[src/rtl/exu_csr_queue.sv]
// CSR execute/retire stage with an in-order result FIFO, RAW interlock and flush.
// Optional same-cycle retire path when the FIFO is empty: define CSR_BYPASS_EN.
module exu_csr_queue #(
  parameter int DATA_W     = 32,
  parameter int CSR_ADDR_W = 12,
  parameter int REG_ADDR_W = 5,
  parameter int ID_W       = 3,
  parameter int DEPTH      = 4
) (
  input  logic                      clk,
  input  logic                      rst,
  input  logic                      in_valid_i,
  output logic                      in_ready_o,
  input  logic [1:0]                op_i,
  input  logic [DATA_W-1:0]         src_i,
  input  logic [CSR_ADDR_W-1:0]     csr_addr_i,
  input  logic [DATA_W-1:0]         csr_rdata_i,
  input  logic                      csr_we_i,
  input  logic                      reg_we_i,
  input  logic [REG_ADDR_W-1:0]     reg_waddr_i,
  input  logic [ID_W-1:0]           commit_id_i,
  input  logic                      flush_i,
  output logic                      csr_we_o,
  output logic [CSR_ADDR_W-1:0]     csr_waddr_o,
  output logic [DATA_W-1:0]         csr_wdata_o,
  output logic                      wb_valid_o,
  input  logic                      wb_ready_i,
  output logic [REG_ADDR_W-1:0]     wb_waddr_o,
  output logic [DATA_W-1:0]         wb_wdata_o,
  output logic [ID_W-1:0]           commit_id_o,
  output logic [$clog2(DEPTH):0]    count_o
);

  localparam int AW = $clog2(DEPTH);
  localparam logic [AW:0]   FULL_CNT = (AW+1)'(DEPTH);
  localparam logic [AW:0]   CNT_ONE  = (AW+1)'(1);
  localparam logic [AW-1:0] PTR_ONE  = AW'(1);

  logic [AW-1:0]         headPtr_q, headPtr_d, tailPtr_q, tailPtr_d;
  logic [AW:0]           count_q, count_d;
  logic                  entCsrWe_q   [DEPTH];
  logic                  entRegWe_q   [DEPTH];
  logic [CSR_ADDR_W-1:0] entCsrAddr_q [DEPTH];
  logic [REG_ADDR_W-1:0] entRegAddr_q [DEPTH];
  logic [ID_W-1:0]       entId_q      [DEPTH];
  logic [DATA_W-1:0]     entOld_q     [DEPTH];
  logic [DATA_W-1:0]     entNew_q     [DEPTH];

  logic [DATA_W-1:0] newVal;
  logic [AW-1:0]     offset;
  logic              hazard, headValid, headRegWe, outEnable;
  logic              retire, push, bypass, enq;

  always_comb begin
    unique case (op_i)
      2'b01:   newVal = src_i;
      2'b10:   newVal = csr_rdata_i | src_i;
      2'b11:   newVal = csr_rdata_i & ~src_i;
      default: newVal = csr_rdata_i;
    endcase
  end

  // An entry is live when its distance from the head is below the occupancy.
  always_comb begin
    hazard = 1'b0;
    offset = '0;
    for (int i = 0; i < DEPTH; i++) begin
      offset = AW'(i) - headPtr_q;
      if (({1'b0, offset} < count_q) && entCsrWe_q[i] && (entCsrAddr_q[i] == csr_addr_i))
        hazard = 1'b1;
    end
  end

  assign headValid  = (count_q != '0);
  assign headRegWe  = entRegWe_q[headPtr_q];
  assign outEnable  = ~flush_i & ~rst;
  assign retire     = headValid & (wb_ready_i | ~headRegWe) & outEnable;
  assign in_ready_o = (count_q < FULL_CNT) & ~hazard & ~flush_i;
  assign push       = in_valid_i & in_ready_o & ~rst;
`ifdef CSR_BYPASS_EN
  assign bypass     = push & ~headValid & (wb_ready_i | ~reg_we_i);
`else
  assign bypass     = 1'b0;
`endif
  assign enq        = push & ~bypass;
  assign count_o    = count_q;

  always_comb begin
    csr_we_o    = 1'b0;
    csr_waddr_o = '0;
    csr_wdata_o = '0;
    wb_valid_o  = 1'b0;
    wb_waddr_o  = '0;
    wb_wdata_o  = '0;
    commit_id_o = '0;
    if (bypass) begin
      csr_we_o    = csr_we_i;
      csr_waddr_o = csr_addr_i;
      csr_wdata_o = newVal;
      wb_valid_o  = reg_we_i;
      wb_waddr_o  = reg_waddr_i;
      wb_wdata_o  = csr_rdata_i;
      commit_id_o = commit_id_i;
    end else if (headValid && outEnable) begin
      csr_we_o    = retire & entCsrWe_q[headPtr_q];
      csr_waddr_o = entCsrAddr_q[headPtr_q];
      csr_wdata_o = entNew_q[headPtr_q];
      wb_valid_o  = headRegWe;
      wb_waddr_o  = entRegAddr_q[headPtr_q];
      wb_wdata_o  = entOld_q[headPtr_q];
      commit_id_o = entId_q[headPtr_q];
    end
  end

  // Flush wins over any enqueue or retire in the same cycle.
  always_comb begin
    headPtr_d = headPtr_q;
    tailPtr_d = tailPtr_q;
    count_d   = count_q;
    if (flush_i) begin
      headPtr_d = '0;
      tailPtr_d = '0;
      count_d   = '0;
    end else begin
      if (retire) headPtr_d = headPtr_q + PTR_ONE;
      if (enq)    tailPtr_d = tailPtr_q + PTR_ONE;
      if (enq && !retire)      count_d = count_q + CNT_ONE;
      else if (!enq && retire) count_d = count_q - CNT_ONE;
    end
  end

  always_ff @(posedge clk) begin
    if (rst) begin
      headPtr_q <= '0;
      tailPtr_q <= '0;
      count_q   <= '0;
    end else begin
      headPtr_q <= headPtr_d;
      tailPtr_q <= tailPtr_d;
      count_q   <= count_d;
    end
  end

  always_ff @(posedge clk) begin
    if (enq) begin
      entCsrWe_q[tailPtr_q]   <= csr_we_i;
      entRegWe_q[tailPtr_q]   <= reg_we_i;
      entCsrAddr_q[tailPtr_q] <= csr_addr_i;
      entRegAddr_q[tailPtr_q] <= reg_waddr_i;
      entId_q[tailPtr_q]      <= commit_id_i;
      entOld_q[tailPtr_q]     <= csr_rdata_i;
      entNew_q[tailPtr_q]     <= newVal;
    end
  end

endmodule

[config.mk]
export PLATFORM = sky130hd
export DESIGN_NAME = exu_csr_queue
export DESIGN_NICKNAME = d
export VERILOG_FILES = /design/src/rtl/exu_csr_queue.sv
export SDC_FILE = /design/constraint.sdc
export NUM_CORES = 1
export LEC_CHECK = 0
export BUFFER_PORTS_ARGS = -buffer_cell sky130_fd_sc_hd__buf_4
export CELL_PAD_IN_SITES_DETAIL_PLACEMENT = 0
export CELL_PAD_IN_SITES_GLOBAL_PLACEMENT = 1
export CORE_MARGIN = 5
export CORE_UTILIZATION = 24
export CTS_CLUSTER_DIAMETER = 120
export DETAILED_ROUTE_END_ITERATION = 6
export GPL_ROUTABILITY_DRIVEN = 0
export PLACE_DENSITY_LB_ADDON = 0.15
export SYNTH_ARGS = -nofsm -noshare
export SYNTH_HDL_FRONTEND = slang
export SYNTH_SLANG_ARGS = --single-unit
[constraint.sdc]
create_clock -name clk -period 4.89 [get_ports clk]
set_input_delay 0.2445 -clock clk [delete_from_list [all_inputs] [get_ports clk]]
set_output_delay 0.2445 -clock clk [all_outputs]
set_load 0.02 [all_outputs]
==> results.cfg, run 1 <==
[clock_tree]
path_clk_slew_ns = 0.06
cts-resized-gates = 0
numCtsBuffers = 42
clk_path_buf_depth = 3
cts.sinks = 353
htreeDepth = 2
cts_tree = done
cts_root_buffer = clkbuf_16
clkLatencyLatePin_ns = 0.55

[pwr]
p_seq_share_pct = 50.9
power_density_nw_per_um2 = 346
p_clk_share_pct = 43.0
total_power_uw = 6640
swShare_pct = 21.7
peakVddDrop_uv = 204
combPwrFrac_pct = 6.1
p_sw_uw = 1440
p_int_uw = 5200
p_leak_uw = 0.00613

[global_route]
grt_pass1_vias = 8900
grt_pass1_wl_um = 63000
antenna_found_initial = 3
grt_max_degree = 86
grtUsageTotal_pct = 12.7
grt-ovfl-total = 0

[setup_path]
path_cells = buf_4 -> mux4_2 -> nor2b_1 -> buf_4
path_max_fanout = 52
slowest_delay_ns = 0.79
worstPathRequired_ns = 4.65
critPathKind = reg2out
cp_common_cell = buf_4
startpoint_type = flop
reg2reg_from = count_o[1]$_SDFFE_PP0P_
arrival_ns = 3.22
crit_slowest_cell = buf_4
cp-end-kind = output port

[placement]
place_hpwl_um = 27200
port_buffers = 182

[timing]
fmax_mhz = 289
slew_violations = 0
relSlewSlack_pct = 34.7
period_share_pct = 70.8
finalClockSkew_ns = 0.0129
setup_tns_ns = 0
rsz0062_at_grt = no
tightest_slew_ns = 0.980
setup_viol = 0
post-route-min-period_ns = 3.46
finalHoldViolCount = 0

[detailed_routing]
drt-pass1-iter-count = 4
wl_per_cell_um = 22.1
first_iter_violations = 388
drcViolationCount = 0
vias = 8281
via_per_inst = 4.26
wl_um = 42900
antenna_left = 0

[logic_synthesis]
synth_area_leaders = edfxtp_1 69%, mux4_2 13%, nor2b_1 4.9%
yosys_warnings = 0
ys_ff_latch = 353
synth_edf_count = 344
synth.distinct_cells = 33
ys_seq_area_share_pct = 70.1
ys_async_sr_fraction_pct = 0
syn_inst = 836
ys.flop_type = edfxtp_1
yosysTopAreaCell = edfxtp_1
syn_nets = 939
synthesis.area_um2 = 15000
synth_top_area_share_pct = 68.9
syn_avg_cell_area_um2 = 17.9

[run_status]
status = finished, final reports clean

[cells_and_area]
final_nets = 1180
insertedDiodeCount = 0
mostFrequentLayoutCells = 344 x edfxtp_1, 190 x buf_4, 117 x nor2b_1, 86 x mux4_2, 64 x a211oi_1
drive_above_1_share_pct = 31.3
synthToLayoutAreaGrowth_pct = 27.9
final_common_cell = edfxtp_1

[worst_hold_path]
worstHoldPathType = in2reg
min_from = src_i[17]

[floorplanning]
row_count = 91
io_pins = 183
fp.dieH_um = 260
dieArea_um2 = 67600
start_util_pct = 24.3
die_w_um = 260
core_area_um2 = 61800

[job]
maxCapViolCount = 0
==> routing by layer <==
metal | routed length [um] | part of all wire [%] | vias up | track usage [%]
li1 | - | - | 3776 | -
met1 | 19800 | 46 | 4249 | 17.9
met2 | 20200 | 47 | 193 | 20.0
met3 | 2040 | 4.7 | 57 | 2.64
met4 | 809 | 1.9 | 6 | 3.24
met5 | 40 | 0.093 | - | 0
==> power by group through the flow <==
| stage | Combinational (uW) | Sequential (uW) | Clock [uW] |
|---|---|---|---|
| floorplan | 178 | 3450 | 0 |
| finish | 403 | 3380 | 2860 |
| global placement | 376 | 3440 | 0 |
| detailed placement | 379 | 3440 | 0 |
| global route | 444 | 3380 | 3090 |
| CTS | 417 | 3380 | 2980 |
==> state kept, by name, summed over array words and instances (netlist names), named ones only <==
signal	flops
count_o	3
entCsrAddr_q	48
entCsrWe_q	4
entId_q	12
entNew_q	128
entOld_q	128
entRegAddr_q	20
entRegWe_q	4
headPtr_q	2
tailPtr_q	2
==> critical path: cells and delay by family, from the launching register on <==
| family | cells | cell delay (ns) |
|---|---|---|
| buffers and inverters | 2 | 1.04 |
| AND/OR/NAND/NOR | 1 | 0.47 |
| flip-flops | 1 | 0.71 |
| multiplexers | 1 | 0.34 |
==> layout make-up <==
class                      instances  area, um^2
inverter                           9        33.8
clock buffer                      50        1100
tap                              837        1050
sequential                       353       10500
fill                            6097       42600
timing repair buffer             249        2070
multi-input combinational        422        4260
clock inverter                    25         146
==> final timing paths <==
check                           cells after the start  slack [ns]                         to
worst max-delay path                                4        1.43            csr_wdata_o[24]
worst min-delay path                                2        0.07  entNew_q[1][17]$_DFFE_PP_
worst max register to register                      9        1.44  entOld_q[3][19]$_DFFE_PP_
worst min register to register                      2        0.51  tailPtr_q[1]$_SDFFE_PP0P_
==> metrics by stage <==
stage	worst slack (ns)	hold slack (ns)	cell area (um^2)	utilization, %	std cells
final	1.43	0.0678	19200	31.0	1945
after global routing	1.19	0.0463	19200	31.0	1945
after CTS	1.35	0.0202	19200	31.0	1945
after detailed placement	1.39	0.457	17400	28.1	1816
after global placement	1.37	0.457	17400	28.1	1816
after floorplan	0.549	0.343	15000	-	836
==> cell usage after synthesis, drive strengths merged, types with 4 or more instances <==
cell    instances
nand3           5
clkbuf         34
mux4           86
nor2           40
edfxtp        344
xnor2          46
buf            18
nand4           8
xor2            7
dfxtp           9
nor4            5
and2            6
ha              9
nor2b         117
a211oi         64
nand2b          4
inv             9
nand2           9
==> cells by family after synthesis <==
logic type / after synthesis / synth area share [%]
xor+xnor: 53 / 3.09
compound gates: 71 / 3.58
buf+inv: 61 / 1.68
simple gates: 199 / 7.58
fa+ha+maj: 10 / 0.884
flops: 353 / 70.1
mux: 89 / 13.1
==> timing repair <==
item | in CTS | in global routing
endpoints found under the hold margin | 216 | 0
buffers inserted | 0 | 0
hold buffers | 54 | 0
Note: power is estimated with default switching activity, not from simulation.
==> run 2, diff against run 1 <==
Clock period 4.89 ns to 3.5 ns, I/O delays scaled along.
==> run 2 against run 1 <==
Net effect:
- first-iteration DRC count is 1.5% higher
- flip-flop and latch count stayed put
- critical path depth is 8 higher
- critical path type is now reg2reg
==> results.cfg, run 2 (synthesis gave the netlist of run 1 again) <==
[setup_path]
cp-end-kind = flop
arrival_ns = 3.47
path_max_fanout = 5
reg2reg_from = headPtr_q[0]$_SDFFE_PP0P_
startpoint_type = flop
r2r-end = count_o[2]$_SDFFE_PP0P_
worst-r2r-setup-slack_ns = 0.52
reg2reg_depth = 12
critPathKind = reg2reg
worstPathRequired_ns = 3.99

[clock_tree]
cts-resized-gates = 0
path_clk_slew_ns = 0.06
cts_tree = done
numCtsBuffers = 43
cts_root_buffer = clkbuf_16
htreeDepth = 2
cts.sinks = 353
clk_path_buf_depth = 3
clkLatencyLatePin_ns = 0.56

[floorplanning]
core_area_um2 = 61800
dieArea_um2 = 67600
start_util_pct = 24.3
die_w_um = 260
fp.dieH_um = 260
io_pins = 183
row_count = 91

[pwr]
peakVddDrop_uv = 285
power_density_nw_per_um2 = 485
p_leak_uw = 0.00640

[cells_and_area]
drive_above_1_share_pct = 31.6
reg_top3 = entNew_q x128, entOld_q x128, entCsrAddr_q x48
mostFrequentLayoutCells = 344 x edfxtp_1, 190 x buf_4, 117 x nor2b_1, 86 x mux4_2, 85 x dlygate4sd3_1
final_nets = 1221
final_cell_count_no_fill = 1991
final_common_cell = edfxtp_1
synthToLayoutAreaGrowth_pct = 31.9
fill_cells = 6049

[timing]
slew_violations = 0
setup_tns_ns = 0
setup_viol = 0
fmax_mhz = 336
finalClockSkew_ns = 0.0265
relSlewSlack_pct = 32.1
rsz0062_at_grt = no
period_share_pct = 85.0
tightest_slew_ns = 1.02
post-route-min-period_ns = 2.98
setup_slack_ns = 0.524
finalHoldViolCount = 0

[global_route]
grt-ovfl-total = 0
grt_pass1_vias = 9147
grtUsageTotal_pct = 12.2
grt_max_degree = 86
grt_pass1_wl_um = 61500
antenna_found_initial = 7

[detailed_routing]
via_per_inst = 4.24
wl_per_cell_um = 20.9
antenna_left = 0
wl_um = 41700
drt-pass1-iter-count = 4
first_iter_violations = 394
drcViolationCount = 0
vias = 8436

[job]
maxCapViolCount = 0

[placement]
place_hpwl_um = 25500
numPlacedInstances = 1825
place_ws_ns = 0.522
port_buffers = 182

[worst_hold_path]
worstHoldPathType = in2reg
hold_path_end = entNew_q[3][28]$_DFFE_PP_
min_from = src_i[28]
worstHoldPathCells = 2

[run_status]
status = finished, final reports clean
[run 2: power by group]
group | switching [uW] | internal (uW) | leakage (uW)
combinational | 309 | 276 | 0.00255
sequential | 14.8 | 4710 | 0.00318
clock | 1750 | 2530 | 0.000663
[run 2: metrics by stage]
stage	hold slack [ns]	power (uW)	area, um^2	utilization [%]
2_1_floorplan	0.274	5060	15000	-
5_1_grt	0.0303	9990	19800	32.0
3_3_place_gp	0.383	5330	17600	28.4
4_1_cts	0.00753	9780	19800	32.0
6_report	0.0419	9590	19800	32.0
3_5_place_dp	0.383	5330	17600	28.4
[run 2: area by class of cell]
cell class	count	area (um^2)	share of cell area (%)
diodes	3	7.51	0.0380
flip-flops and latches	353	10500	53.2
clock inverters	26	223	1.13
well taps	837	1050	5.29
repair buffers	289	2560	12.9
multi-input cells	422	4260	21.6
clock buffers	52	1130	5.72
inverters	9	33.8	0.171
[run 2: worst max-delay path, cell delays in order (launching register included)]
cell     delay, ns
dfxtp_1       0.42
xnor2_1       0.18
inv_1         0.07
ha_1          0.27
nand2_1       0.07
a22o_4        0.26
nor4_4        0.33
ha_1          0.25
inv_1         0.07
fa_1          0.37
xor2_1        0.18
or3_1         0.30
a21oi_1       0.13
[run 2: worst max-delay path by stage]
stage,start,to,cells after the start
2_1_floorplan,count_o[1]$_SDFFE_PP0P_,entCsrAddr_q[0][0]$_DFFE_PP_,8
3_3_place_gp,headPtr_q[0]$_SDFFE_PP0P_,count_o[2]$_SDFFE_PP0P_,12
3_5_place_dp,headPtr_q[0]$_SDFFE_PP0P_,count_o[2]$_SDFFE_PP0P_,12
4_1_cts,headPtr_q[0]$_SDFFE_PP0P_,count_o[2]$_SDFFE_PP0P_,12
5_1_grt,count_o[1]$_SDFFE_PP0P_,count_o[2]$_SDFFE_PP0P_,13
6_report,headPtr_q[0]$_SDFFE_PP0P_,count_o[2]$_SDFFE_PP0P_,12
[run 2: routing by layer]
layer	up-vias	global-route usage [%]	wire length, um
met1	4314	16.7	19000
li1	3874	-	-
met5	-	0	48
met4	8	3.49	785
met3	56	2.63	2030
met2	184	19.8	19800
[run 2: repair_timing]
action / CTS / global route
hold endpoints to repair: 341 / 0
hold buffers: 85 / 0
buffers inserted: 0 / 0
